`src/rtl/uart_rx_fifo_pkg.sv`:
```
// Shared sizing for the UART receive FIFO and its storage array.
// Macros are guarded so a project-wide define_uart.vh takes precedence when present.
`ifndef UART_NUMB_BIT_MAX
`define UART_NUMB_BIT_MAX 8
`endif
`ifndef UART_FIFO_DEPTH
`define UART_FIFO_DEPTH 16
`endif
`ifndef UART_FIFO_PTR_WD
`define UART_FIFO_PTR_WD 4
`endif
`ifndef UART_FIFO_DROP_WD
`define UART_FIFO_DROP_WD 8
`endif

package uart_rx_fifo_pkg;
  localparam int DATA_WD       = `UART_NUMB_BIT_MAX;
  localparam int FIFO_DEPTH    = `UART_FIFO_DEPTH;
  localparam int FIFO_PTR_WD   = `UART_FIFO_PTR_WD;
  localparam int FIFO_DROP_WD  = `UART_FIFO_DROP_WD;

  function automatic logic [FIFO_DROP_WD-1:0] sat_inc(input logic [FIFO_DROP_WD-1:0] val);
    return (val == '1) ? val : val + {{(FIFO_DROP_WD-1){1'b0}}, 1'b1};
  endfunction
endpackage

```
`src/rtl/uart_fifo_mem.sv`:
```
// DEPTH x DATA_WD register array: synchronous write, asynchronous read.
// Contents are deliberately not reset; the owning FIFO masks stale data.
module uart_fifo_mem #(
  parameter int DEPTH   = 16,
  parameter int PTR_WD  = 4,
  parameter int DATA_WD = 8
) (
  input  logic               clk,
  input  logic               we_i,
  input  logic [PTR_WD-1:0]  waddr_i,
  input  logic [DATA_WD-1:0] wdat_i,
  input  logic [PTR_WD-1:0]  raddr_i,
  output logic [DATA_WD-1:0] rdat_o
);

  logic [DATA_WD-1:0] mem_q [DEPTH];

  always_ff @(posedge clk) begin
    if (we_i) mem_q[waddr_i] <= wdat_i;
  end

  assign rdat_o = mem_q[raddr_i];

endmodule

```
`src/rtl/uart_rx_fifo.sv`:
```
// Receive-side FWFT FIFO behind the UART receiver: no backpressure on the byte
// pulse, so overflow is reported through a sticky flag and a saturating drop count.
module uart_rx_fifo
  import uart_rx_fifo_pkg::*;
#(
  parameter int DEPTH  = FIFO_DEPTH,
  parameter int PTR_WD = FIFO_PTR_WD
) (
  input  logic                    clk,
  input  logic                    rstn,
  input  logic                    flush_i,
  input  logic                    clr_ovf_i,
  input  logic [PTR_WD:0]         cfg_thr_i,
  input  logic                    val_i,
  input  logic [DATA_WD-1:0]      dat_i,
  output logic                    val_o,
  output logic [DATA_WD-1:0]      dat_o,
  input  logic                    rdy_i,
  output logic [PTR_WD:0]         cnt_o,
  output logic                    full_o,
  output logic                    empty_o,
  output logic                    irq_thr_o,
  output logic                    ovf_o,
  output logic [FIFO_DROP_WD-1:0] cnt_drop_o
);

  localparam logic [PTR_WD:0]   CNT_FULL = (PTR_WD+1)'(DEPTH);
  localparam logic [PTR_WD:0]   CNT_ONE  = (PTR_WD+1)'(1);
  localparam logic [PTR_WD-1:0] PTR_ONE  = PTR_WD'(1);

  logic [PTR_WD-1:0]       wr_ptr_q, wr_ptr_d;
  logic [PTR_WD-1:0]       rd_ptr_q, rd_ptr_d;
  logic [PTR_WD:0]         cnt_q, cnt_d;
  logic                    irq_q, irq_d;
  logic                    ovf_q, ovf_d;
  logic [FIFO_DROP_WD-1:0] drop_q, drop_d;
  logic [DATA_WD-1:0]      mem_rdat;
  logic                    push, pop, drop, mem_we;

  assign full_o  = (cnt_q == CNT_FULL);
  assign empty_o = (cnt_q == '0);
  assign val_o   = !empty_o;
  assign pop     = val_o && rdy_i;
  assign push    = val_i && (!full_o || pop);
  // A byte lost to flush is intentional, not an overflow.
  assign drop    = val_i && full_o && !pop && !flush_i;
  assign mem_we  = push && !flush_i;

  always_comb begin
    wr_ptr_d = wr_ptr_q;
    rd_ptr_d = rd_ptr_q;
    cnt_d    = cnt_q;
    if (flush_i) begin
      wr_ptr_d = '0;
      rd_ptr_d = '0;
      cnt_d    = '0;
    end else begin
      if (push) wr_ptr_d = wr_ptr_q + PTR_ONE;
      if (pop)  rd_ptr_d = rd_ptr_q + PTR_ONE;
      if (push && !pop)      cnt_d = cnt_q + CNT_ONE;
      else if (pop && !push) cnt_d = cnt_q - CNT_ONE;
    end
  end

  always_comb begin
    ovf_d  = ovf_q;
    drop_d = drop_q;
    if (clr_ovf_i) begin
      ovf_d  = 1'b0;
      drop_d = '0;
    end else if (drop) begin
      ovf_d  = 1'b1;
      drop_d = sat_inc(drop_q);
    end
    // Registered from the next count so the flag lines up with cnt_o.
    irq_d = (cfg_thr_i != '0) && (cnt_d >= cfg_thr_i);
  end

  always_ff @(posedge clk or negedge rstn) begin
    if (!rstn) begin
      wr_ptr_q <= '0;
      rd_ptr_q <= '0;
      cnt_q    <= '0;
      irq_q    <= 1'b0;
      ovf_q    <= 1'b0;
      drop_q   <= '0;
    end else begin
      wr_ptr_q <= wr_ptr_d;
      rd_ptr_q <= rd_ptr_d;
      cnt_q    <= cnt_d;
      irq_q    <= irq_d;
      ovf_q    <= ovf_d;
      drop_q   <= drop_d;
    end
  end

  uart_fifo_mem #(
    .DEPTH   (DEPTH),
    .PTR_WD  (PTR_WD),
    .DATA_WD (DATA_WD)
  ) u_mem (
    .clk     (clk),
    .we_i    (mem_we),
    .waddr_i (wr_ptr_q),
    .wdat_i  (dat_i),
    .raddr_i (rd_ptr_q),
    .rdat_o  (mem_rdat)
  );

  assign dat_o      = val_o ? mem_rdat : '0;
  assign cnt_o      = cnt_q;
  assign irq_thr_o  = irq_q;
  assign ovf_o      = ovf_q;
  assign cnt_drop_o = drop_q;

endmodule
```
`config.mk`:
```
export PLATFORM = sky130hd
export DESIGN_NAME = uart_rx_fifo
export DESIGN_NICKNAME = d
export VERILOG_FILES = /design/src/rtl/uart_rx_fifo_pkg.sv /design/src/rtl/uart_fifo_mem.sv /design/src/rtl/uart_rx_fifo.sv
export SDC_FILE = /design/constraint.sdc
export NUM_CORES = 1
export LEC_CHECK = 0
export ABC_AREA = 1
export CAP_MARGIN = 20
export CORE_ASPECT_RATIO = 0.7
export CORE_UTILIZATION = 35
export DETAILED_ROUTE_END_ITERATION = 6
export PLACE_DENSITY = 0.59
export SLEW_MARGIN = 30
export SYNTH_ARGS = -nofsm -noshare
export SYNTH_HDL_FRONTEND = slang
export SYNTH_SLANG_ARGS = --single-unit
```
`constraint.sdc`:
```
create_clock -name clk -period 3.2 [get_ports clk]
set_clock_uncertainty 0.2 [all_clocks]
set_input_delay 0.32 -clock clk [delete_from_list [all_inputs] [get_ports clk]]
set_output_delay 0.32 -clock clk [all_outputs]
set_load 0.05 [all_outputs]
```
---- Word-level counts from Yosys, hierarchy flattened ----
Memory sizes are Yosys's and may differ from the RTL's.
Index checks and enable logic that the tools add are counted.
W data, S select, Z words.
storage, ports and cells
  bits in registers ....................... 23
  memory bits (writable) .................. 128
  bits of input ports ..................... 19
  output and inout port bits .............. 26
  word-level logic and storage cells ...... 52
  memories ................................ 1
memories
  name         depth  width  read ports  clocked after Yosys merged registers in  write ports  line                 RTL
  u_mem.mem_q  16     8      1           0                                        1            uart_fifo_mem.sv:16  logic [DATA_WD-1:0] mem_q [DEPTH];
operators by class
  add/subtract/negate cells ............... 5
  $lt $le $gt $ge ......................... 1
  equality and inequality tests ........... 3
  multiplexer cells ....................... 15
  reductions and logical operators ........ 21
operator list
  kind                   number
  $mux W8                4
  $mux W4                4
  $mux W5                3
  $logic_and A1 B1 Y1    9
  $add A4 B1 Y4 const B  2
  $add A8 B1 Y8 const B  1
  $eq A8 B8 Y1 const B   1
  $reduce_bool A2 Y1     3
  $add A5 B1 Y5 const B  1
  $eq A5 B5 Y1 const B   1
  $ge A5 B5 Y1           1
  $logic_not A1 Y1       5
  $logic_not A5 Y1       1
  $reduce_bool A5 Y1     1
  $sub A5 B1 Y5 const B  1
  $mux W1                4
  $ne A2 B2 Y1 const B   1
  $reduce_and A2 Y1      1
  $logic_or A1 B1 Y1     1

---- Longest topological paths before layout ----
  word-level depth ........................ 12
  mapped depth ............................ 13
  depth with buffers taken out ............ 13

---- Hierarchy ----
A second synthesis with hierarchy kept.
unflattened totals
  cells, all modules ...................... 766
  area, all modules ....................... 7,248.2 sq um
modules (own cells, without submodules)
  module         times used  cells an instance  area an instance (sq um)  sequential area each (sq um)
  uart_fifo_mem  1           543                5,606.6                   3,843.7
  uart_rx_fifo   1           223                1,641.6                   575.6

---- Worst setup path before layout ----
No wires, ideal clock.
  kind .................................... register to output
  start ................................... register cnt_q[0], in the netlist cnt_o[0]
  end ..................................... output port dat_o[0]
  data arrival time ....................... 2.885 ns
  data required time ...................... 2.680 ns
  slack ................................... -0.205 ns
  cell stages (with the launch flop) ...... 6
  buffers on the path ..................... 0
  path through ............................ dfrtp_1 > inv_1 > ha_1 > nand3_4 > clkinv_1 > a21oi_1
on the way
  cells in the longest elaborated chain, start to end .. 2
ends and longest elaborated chain
  item                    line                 RTL
  from (decl)             uart_rx_fifo.sv:33   logic [PTR_WD:0] cnt_q, cnt_d;
  from (signal assigned)  uart_rx_fifo.sv:90   cnt_q <= cnt_d;
  $logic_not A5 Y1        uart_rx_fifo.sv:41   assign empty_o = (cnt_q == '0);
  net empty_o             uart_rx_fifo.sv:21   output logic empty_o,
  $mux W8                 uart_rx_fifo.sv:110  assign dat_o = val_o ? mem_rdat : '0;
  to (decl)               uart_rx_fifo.sv:17   output logic [DATA_WD-1:0] dat_o,
The timed path passes the listed nets, and every way through them passes these cells.

---- Worst setup path in the final report ----
  start ................................... register rd_ptr_q[0]
  end ..................................... output port dat_o[4]
on the way
  cells in the longest elaborated chain, start to end .. 2
ends and longest elaborated chain
  item                    line                 RTL
  from (decl)             uart_rx_fifo.sv:32   logic [PTR_WD-1:0] rd_ptr_q, rd_ptr_d;
  from (signal assigned)  uart_rx_fifo.sv:89   rd_ptr_q <= rd_ptr_d;
  $mem_v2 Z16 W8          -
  $mux W8                 uart_rx_fifo.sv:110
Every way passes these cells.

==> results.txt <==
syn avg cell area = 10.4 um^2
crit end category = output port
Placed Instance Area = 7790 um^2
most common cell after layout, fill and taps aside = nand2_1
clk_lat worst skew = 0.42 ns
CP peak stage delay = 0.66 ns
WL final = 16400 um
DR pass1 iterations = 7
CTS Hold Bufs = 0
synth warn = 0
status = finished clean
Cells after Synth = 661
Leak Pwr = 0.00329 uW
vias in the first global route = 4769
Clock Sinks = 151
period utilization = 94.5%
Setup Fix Bufs, Post-CTS = 0
EDFF count, synth = 128
syn_nets = 693
IO buf count = 44
largest net degree at the start of global routing = 67
CTS resizes = 0
Final setup viols = 0
Post-route DRC = 0
Final Max Tran Viols = 0
max_slew headroom = 50.2%
Critical-path top delay cell = dfrtp_2
CTS tree = built
Worst path most repeated cell = nand2_1
Tmin final = 3.02 ns
number of diodes = 0
Place WS = 0.505 ns
post-synthesis cell type count = 33
highest clock rate = 0.331 GHz
hpwl dp = 10900 um
sequential area share after synthesis = 64.3%
top_reg_cell synth = edfxtp_1
Worst Tran Pin Value = 0.745 ns
max-cap check violation count = 0
# nets final = 756
Via Count = 4951
RSZ-0062 raised after global routing = false
Final GP Congestion = 0.897
Die W = 169 um
first-pass GRT wire length = 26400 um
Worst-path clk slew = 0.06 ns
routed len/inst = 16.4 um
nature of the critical path startpoint = register
final instance area = 8380 um^2
GR Overflow Total = 0
sequential standard cell area = 4420 um^2
crit path kind = register to output port
critical path peak fanout = 26
CP top delay family = flip-flops
R2R Setup Slk = 0.44 ns
signal arrival time at the worst endpoint = 2.50 ns
deepest clock path buffer count = 2
maximum vdd drop = 355 uV
worst min path class = input pin to async pin
vias per inst = 4.95
multi-input logic area = 2160 um^2
H-Tree Depth = 4
share of layout cells above drive strength 1 = 10.5%
initial DRC count = 504
worst path buffer plus inverter count = 2
Die Ht = 119 um
P&R area growth vs syn = 22.0%
initial core utilization = 36.0%
critical path cell sequence = buf_4 -> nand2_1 -> nand3_1 -> nand3_1 -> nand2_1 -> nand2_1 -> a21oi_1 -> buf_12
Root Driver = clkbuf_16
Synth Register Bits = 151
num rows = 42
Tot GR Track Use = 17.6%
FILL cells = 1771
Synth Cell Area = 6870 um^2
CP Data Required Time = 2.68 ns
core footprint = 19100 um^2
die footprint = 20200 um^2
final hold vios = 0
pwr/cell area = 664 nW/um^2
Async S/R FF share, synth = 15.2%
Inserted Clock Buffers = 17
Final ANT Viol Nets = 0
most frequent cells in the layout = nand2_1 (221), edfxtp_1 (128), nand3_1 (114), clkdlybuf4s50_1 (35), inv_1 (28)
final setup margin = 0.177 ns
initial antenna violation count = 0
num ports = 45
==> through the flow <==
stage	hold WS [ns]	total power (uW)	utilization, %	setup TNS (ns)	std cells
floorplan	-0.176	3100	-	-1.64	661
global placement	0.313	3570	40.8	0	969
detailed placement	0.300	3590	40.8	0	969
CTS	0.0571	5620	43.9	0	1000
global route	0.0863	5810	44.0	0	1000
finish	0.0582	5570	44.0	0	1000
==> cells in the mapped netlist, types with 2 or more instances <==
cell	count	area [um^2]
nand2_1	221	830
edfxtp_1	128	3840
nand3_1	114	571
inv_1	28	105
nor2_1	25	93.8
dfrtp_1	23	576
a21oi_1	17	85.1
nor3_1	14	70.1
buf_2	13	65.1
ha_1	13	163
o21ai_0	10	50.1
nand4_1	8	50.1
buf_4	6	45.0
clkbuf_1	5	18.8
clkinv_1	5	18.8
nand3_4	4	70.1
xor2_1	4	35.0
buf_1	2	7.51
buf_6	2	22.5
inv_2	2	7.51
nand2_2	2	12.5
nand2_4	2	22.5
nand3_2	2	20.0
o21ai_1	2	10.0
==> power breakdown <==
group / internal [uW] / switching, uW
clock network: 1290 / 726
registers: 2180 / 63.1
logic: 454 / 857
total: 3920 / 1650
==> path summary, 6_finish.rpt <==
kind | startpoint | depth (start not counted) | endpoint
max in group asynchronous | rstn | 2 | rd_ptr_q[0]
hold reg to reg | ovf_o | 2 | ovf_o
setup reg to reg | cnt_o[0] | 12 | irq_thr_o
min in group clk | cfg_thr_i[4] | 3 | irq_thr_o
setup / recovery | rd_ptr_q[0] | 8 | dat_o[4]
hold / removal | rstn | 2 | cnt_o[3]
==> sequential cells by signal, indices dropped and copies added (netlist names) <==
name / count
irq_thr_o: 1
wr_ptr_q: 4
cnt_drop_o: 8
ovf_o: 1
cnt_o: 5
u_mem.mem_q: 128
rd_ptr_q: 4
==> final cells by class <==
type	instances	share of cell area [%]
multi-input cells	446	25.7
repair buffers	72	8.89
flip-flops and latches	151	52.7
inverters	36	1.63
clock inverters	10	1.82
clock buffers	21	5.25
well taps	264	3.94
==> worst reg2reg max path: stages (launching register included) <==
cell and delay (ns):
dfrtp_1 0.44, inv_1 0.15, ha_1 0.36, nand3_4 0.16
nand2_4 0.15, nand3_4 0.14, o21ai_1 0.17, nor2_1 0.08
ha_1 0.31, a21oi_1 0.15, o21ai_0 0.10, nor3_1 0.16
a21oi_1 0.07
==> per-layer routing <==
metal / routed length, um / share of wire, % / GRT usage (%)
met4: 227 / 1.4 / 6.14
met1: 7740 / 47 / 25.3
met3: 961 / 5.9 / 3.89
met2: 7470 / 46 / 26.1
met5: 0 / 0 / 0
==> cells by family (layout without fill, tap and decap cells) <==
| kind of cell | after synthesis | after routing | synth area share (%) |
|---|---|---|---|
| adder cells (fa/ha/maj) | 13 | 13 | 2.37 |
| buffers and inverters | 64 | 139 | 4.30 |
| XOR/XNOR | 5 | 5 | 0.637 |
| AO/OA/AOI/OAI | 31 | 31 | 2.35 |
| flip-flops | 151 | 151 | 64.3 |
| AND/OR/NAND/NOR | 397 | 397 | 26.1 |
(Power assumes the default switching activity.)
==> RTL edit 1: new RTL, config.mk and constraints unchanged <==
Add an input register stage for `cfg_thr_i`; this delays it by one clock. The other inputs are not delayed to match.
--- a/src/rtl/uart_rx_fifo.sv
+++ b/src/rtl/uart_rx_fifo.sv
@@ -29,2 +29,8 @@
   localparam logic [PTR_WD-1:0] PTR_ONE  = PTR_WD'(1);
+
+  logic [PTR_WD:0] cfg_thr_q;
+
+  always_ff @(posedge clk) begin
+    cfg_thr_q <= cfg_thr_i;
+  end
 
@@ -75,3 +81,3 @@
     // Registered from the next count so the flag lines up with cnt_o.
-    irq_d = (cfg_thr_i != '0) && (cnt_d >= cfg_thr_i);
+    irq_d = (cfg_thr_q != '0) && (cnt_d >= cfg_thr_q);
   end
Check against the original RTL: not equivalent (a bounded check fails within 4 cycles, from zero or initial values and one cycle with rstn low).
==> RTL edit 1 against the original RTL <==
  * Sequential cell count is 5 higher
  * Sequential power is 2% higher
  * First-iteration DRC count is 12% lower
  * Wire length is 2.4% higher
  * Area after synthesis is 2.0% higher
  * Maximum frequency is 1.2% higher
  * Worst setup slack better by 0.036 ns
  * Critical endpoint is now full_o
  * Largest power group unchanged
  * Total power hardly changed
  * Highest routed layer unchanged
  * Final area is 0.33% higher
  * Final cell count is 1.1% lower
==> RTL edit 1: results (changes against the original RTL) <==
** Run status
- The run finished with clean final reports.

** Final layout
- Sequential cell area share :: 53.7% (+1.0 points)
- The final-layout non-clock buffer area share came to 8.15% (-0.74 points).
- The number of inserted filler cells in the final layout came to 1795 (+1.4%).
- Number of nets at the end of the flow :: 744 (-1.6%)
- The proportion of cell area spent on the clock network came to 6.74% (-0.34 points).
- CLK BUF :: 22 (+4.8%)
- The multi-input combinational cell area came to 2180 um^2 (+1.0%).
- The multi-input gate count came to 439 (-1.6%).
- The ratio of cells with drive above 1 in the final layout is 10.3% (-0.12 points).
- The inverter count was 34 (-5.6%).

** GRT
- Met2 demand-to-capacity share in global routing :: 25.8% (-0.32 points)
- The number of global-route vias before repair is 4805 (+0.75%).
- The met1 usage in global routing was 25.0% (-0.30 points).
- The met3 layer usage reported by global route is 4.32% (+0.43 points).

** Worst setup path
- Grouping stages by cell kind, the critical path spends the most delay in buffers and inverters.
- Tracing the worst setup path back leads to its startpoint at cnt_o[0]$_DFF_PN0_.
- FF-to-FF path depth :: 13 (+1)
- For this design, the slowest cell found on the critical path is clkdlybuf4s50_1.
- Critical path peak fanout :: 6 (-77%)

** Synth
- Share of the yosys chip area belonging to registers :: 64.5% (+0.18 points)
- Ranked by instance count, the synthesized netlist is headed by 209 x nand2_1, 128 x edfxtp_1, 116 x nand3_1, 28 x nor2_1, 25 x inv_1.
- Cell types occupying the most area after synthesis :: edfxtp_1 55%, nand2_1 11%, nand3_1 8.3%
- The synthesized netlist net count came to 690 (-0.43%).

** Detailed routing
- Met3 WL :: 1150 um (+20%)
- Detailed router's first-iteration violation count :: 444 (-12%)
- The total routed wire length on the met1 layer came to 7740 um (about the same).
- The number of iterations in the first detailed-routing pass came to 5 (-2).
- The ratio of routed vias to standard cells was 5.00 (+0.99%).
- Routed length per instance :: 17.0 um (+3.6%)

** Power
- Worst voltage drop across the vdd grid :: 0.000396 V (+12%)
- The leakage dissipation came to 3.28 nW (-0.14%).

** Placed design
- Final weighted congestion of routability-driven global placement :: 0.912 (+1.6%)

** Clock network
- The clock sink count is 156 (+3.3%).

** STA
- The transition at the pin with the smallest max-transition slack came to 0.843 ns (+0.0984 ns).
## RTL edit 1: per-stage QoR
step	area (um^2)	total power [mW]	setup TNS [ns]	cells	setup WS (ns)
final	8410	5.57	0	989	0.214
after global routing	8410	5.79	0	989	0.0907
after CTS	8410	5.61	0	989	0.0902
after detailed placement	7840	3.67	0	957	0.510
after global placement	7840	3.65	0	957	0.598
after floorplan	7010	3.17	-1.59	658	-0.199
## RTL edit 1: cell families (layout without fill, tap and decap cells)
group	Yosys count	count (layout)	share of synthesized area (%)
adder cells (fa/ha/maj)	13	13	2.32
XOR/XNOR	8	8	1.00
AND/OR/NAND/NOR	390	390	25.7
buffers and inverters	63	130	4.41
flip-flops	156	156	64.5
AO/OA/AOI/OAI	28	28	2.14
## RTL edit 1: report_power, final
group          switching, mW  internal [mW]
clock network          0.739           1.21
logic                  0.877          0.455
registers             0.0428           2.24
==> RTL edit 2: new RTL, config.mk and constraints unchanged <==
Made on the original files. `UART_NUMB_BIT_MAX`: 8 -> 16.
--- a/src/rtl/uart_rx_fifo_pkg.sv
+++ b/src/rtl/uart_rx_fifo_pkg.sv
@@ -3,3 +3,3 @@
 `ifndef UART_NUMB_BIT_MAX
-`define UART_NUMB_BIT_MAX 8
+`define UART_NUMB_BIT_MAX 16
 `endif
Ports: changed (resized dat_i and dat_o); port bits go from 45 to 61. No check against the original RTL was run, so the function may have changed too.
==> RTL edit 2 against the original RTL <==
  * Wire length rose by 86%
  * Highest routed layer unchanged
  * Critical endpoint is now dat_o[13]
  * Worst setup slack worse by 0.068 ns
  * Maximum frequency fell by 2.2%
  * Total power increased by 72%
  * Final area rose by 69%
  * Sequential cell count rose by 128
  * Area after synthesis increased by 74%
==> RTL edit 2: results (changes against the original RTL) <==
** Placed design
- # port buffers :: 60 (+36%)
- Number of placed instances with taps included :: 1555 (+60%)
- Final weighted congestion of routability-driven global placement :: 0.819 (-8.7%)
- The standard cell area after detailed placement is 13100 um^2 (+69%).
- The worst-case setup slack after placement was 0.481 ns (-0.0233 ns).

** STA
- Minimum hold slack :: 0.0557 ns (-0.00251 ns)
- The tightest slew margin relative to the limit was 44.5% (-5.6 points).
- The final period demand of the worst path is 3.09 ns (+0.0677 ns).

** Worst setup path
- R2R Setup Slk :: 0.46 ns (+0.02 ns)
- The worst endpoint data arrival time is 2.57 ns (+0.07 ns).
- FF-to-FF path depth :: 13 (+1)
- End point of the critical path :: dat_o[13]
- The highest net fanout along the worst path is 43 (+65%).

** Power
- Leak Pwr :: 5.34 nW (+63%)
- Internal Pwr Total :: 6.75 mW (+72%)
- The worst-case vdd ir drop is 0.000373 V (+4.9%).

** Final layout
- The number of inserted filler cells in the final layout was 3098 (+75%).
- From synthesis to final layout, the design area changed by 18.5%.
- Fraction of final layout cells with drive strength greater than 1 :: 10.4% (-0.061 points)

** Detailed routing
- Detailed router's first-iteration violation count :: 883 (+75%)
- The wire length on met2 came to 13800 um (+85%).
- Met3 WL :: 1600 um (+66%)
- The number of iterations in the first detailed-routing pass was 5 (-2).
- The total routed wire length on the met1 layer was 14500 um (+87%).

** Synth
- Per-instance average area after synthesis :: 11.1 um^2 (+6.3%)
- Cell types occupying the most area after synthesis :: edfxtp_1 64%, nand2_1 12%, nand3_1 9.0%
- The post-synthesis async set-or-reset flop share came to 8.24% (-7.0 points).
- The number of distinct library cell variants in the gate-level netlist after synthesis came to 30 (-9.1%).

** Clock network
- Level count of the clock H-tree :: 1 (-3)
- The number of CTS-inserted buffers is 29 (+12).
- The worst-case clock buffer depth was 3 (+1).

** Run status
- Outcome :: finished clean

** GRT
- Via count of the first global-routing pass :: 7822 (+64%)
- Maximum number of pins on one net before global-route repair :: 131 (+96%)
==> RTL edit 2: cell types whose count changed in the layout (fill, tap and decap cells not counted), moves of 3 or more <==
cell and change:
nand2_1 +157, buf_4 +17, nor3_1 -9, nor3_2 +8, a21oi_1 +7, inv_1 +7, nor2_1 -8, nand3_1 +102
edfxtp_1 +128, o21ai_0 +3, nor2_2 +7, clkdlybuf4s50_1 +7, clkbuf_16 +13, buf_12 -4
==> RTL edit 2: worst max-delay path, cell delays in order, from the launching register on <==
cell and delay (ns):
dfrtp_4 0.54, inv_6 0.19, buf_12 0.24, nand2_1 0.08
nand3_1 0.08, nand3_1 0.15, nand2_1 0.11, nand2_1 0.10
a21oi_1 0.25, buf_4 0.25
==> RTL edit 2: metal layers <==
metal / global-route usage (%) / up-vias
met3: 2.85 / 49
li1: - / 3901
met2: 27.4 / 214
met4: 4.27 / 0
met5: 0 / -
met1: 25.3 / 3919
==> RTL edit 2: cell families after synthesis <==
logic type	after synthesis	share of synthesized area, %
compound gates	40	1.72
xor+xnor	4	0.293
fa+ha+maj	13	1.36
buf+inv	95	3.86
flops	279	69.1
simple gates	651	23.7
==> RTL edit 2: layout make-up <==
class	count	area share (%)
multi-input combinational	708	23.3
tap	435	3.84
inverter	39	1.07
clock buffer	34	5.25
clock inverter	17	1.63
sequential	279	58.4
timing repair buffer	96	6.57
==> RTL edit 2: power groups by stage <==
stage / Sequential (mW) / Combinational, mW / Clock (mW)
4_1_cts: 4.08 / 1.98 / 3.57
3_5_place_dp: 4.16 / 1.98 / 0
2_1_floorplan: 4.21 / 1.30 / 0
3_3_place_gp: 4.15 / 1.96 / 0
5_1_grt: 4.09 / 2.18 / 3.71
6_report: 4.08 / 2.00 / 3.52
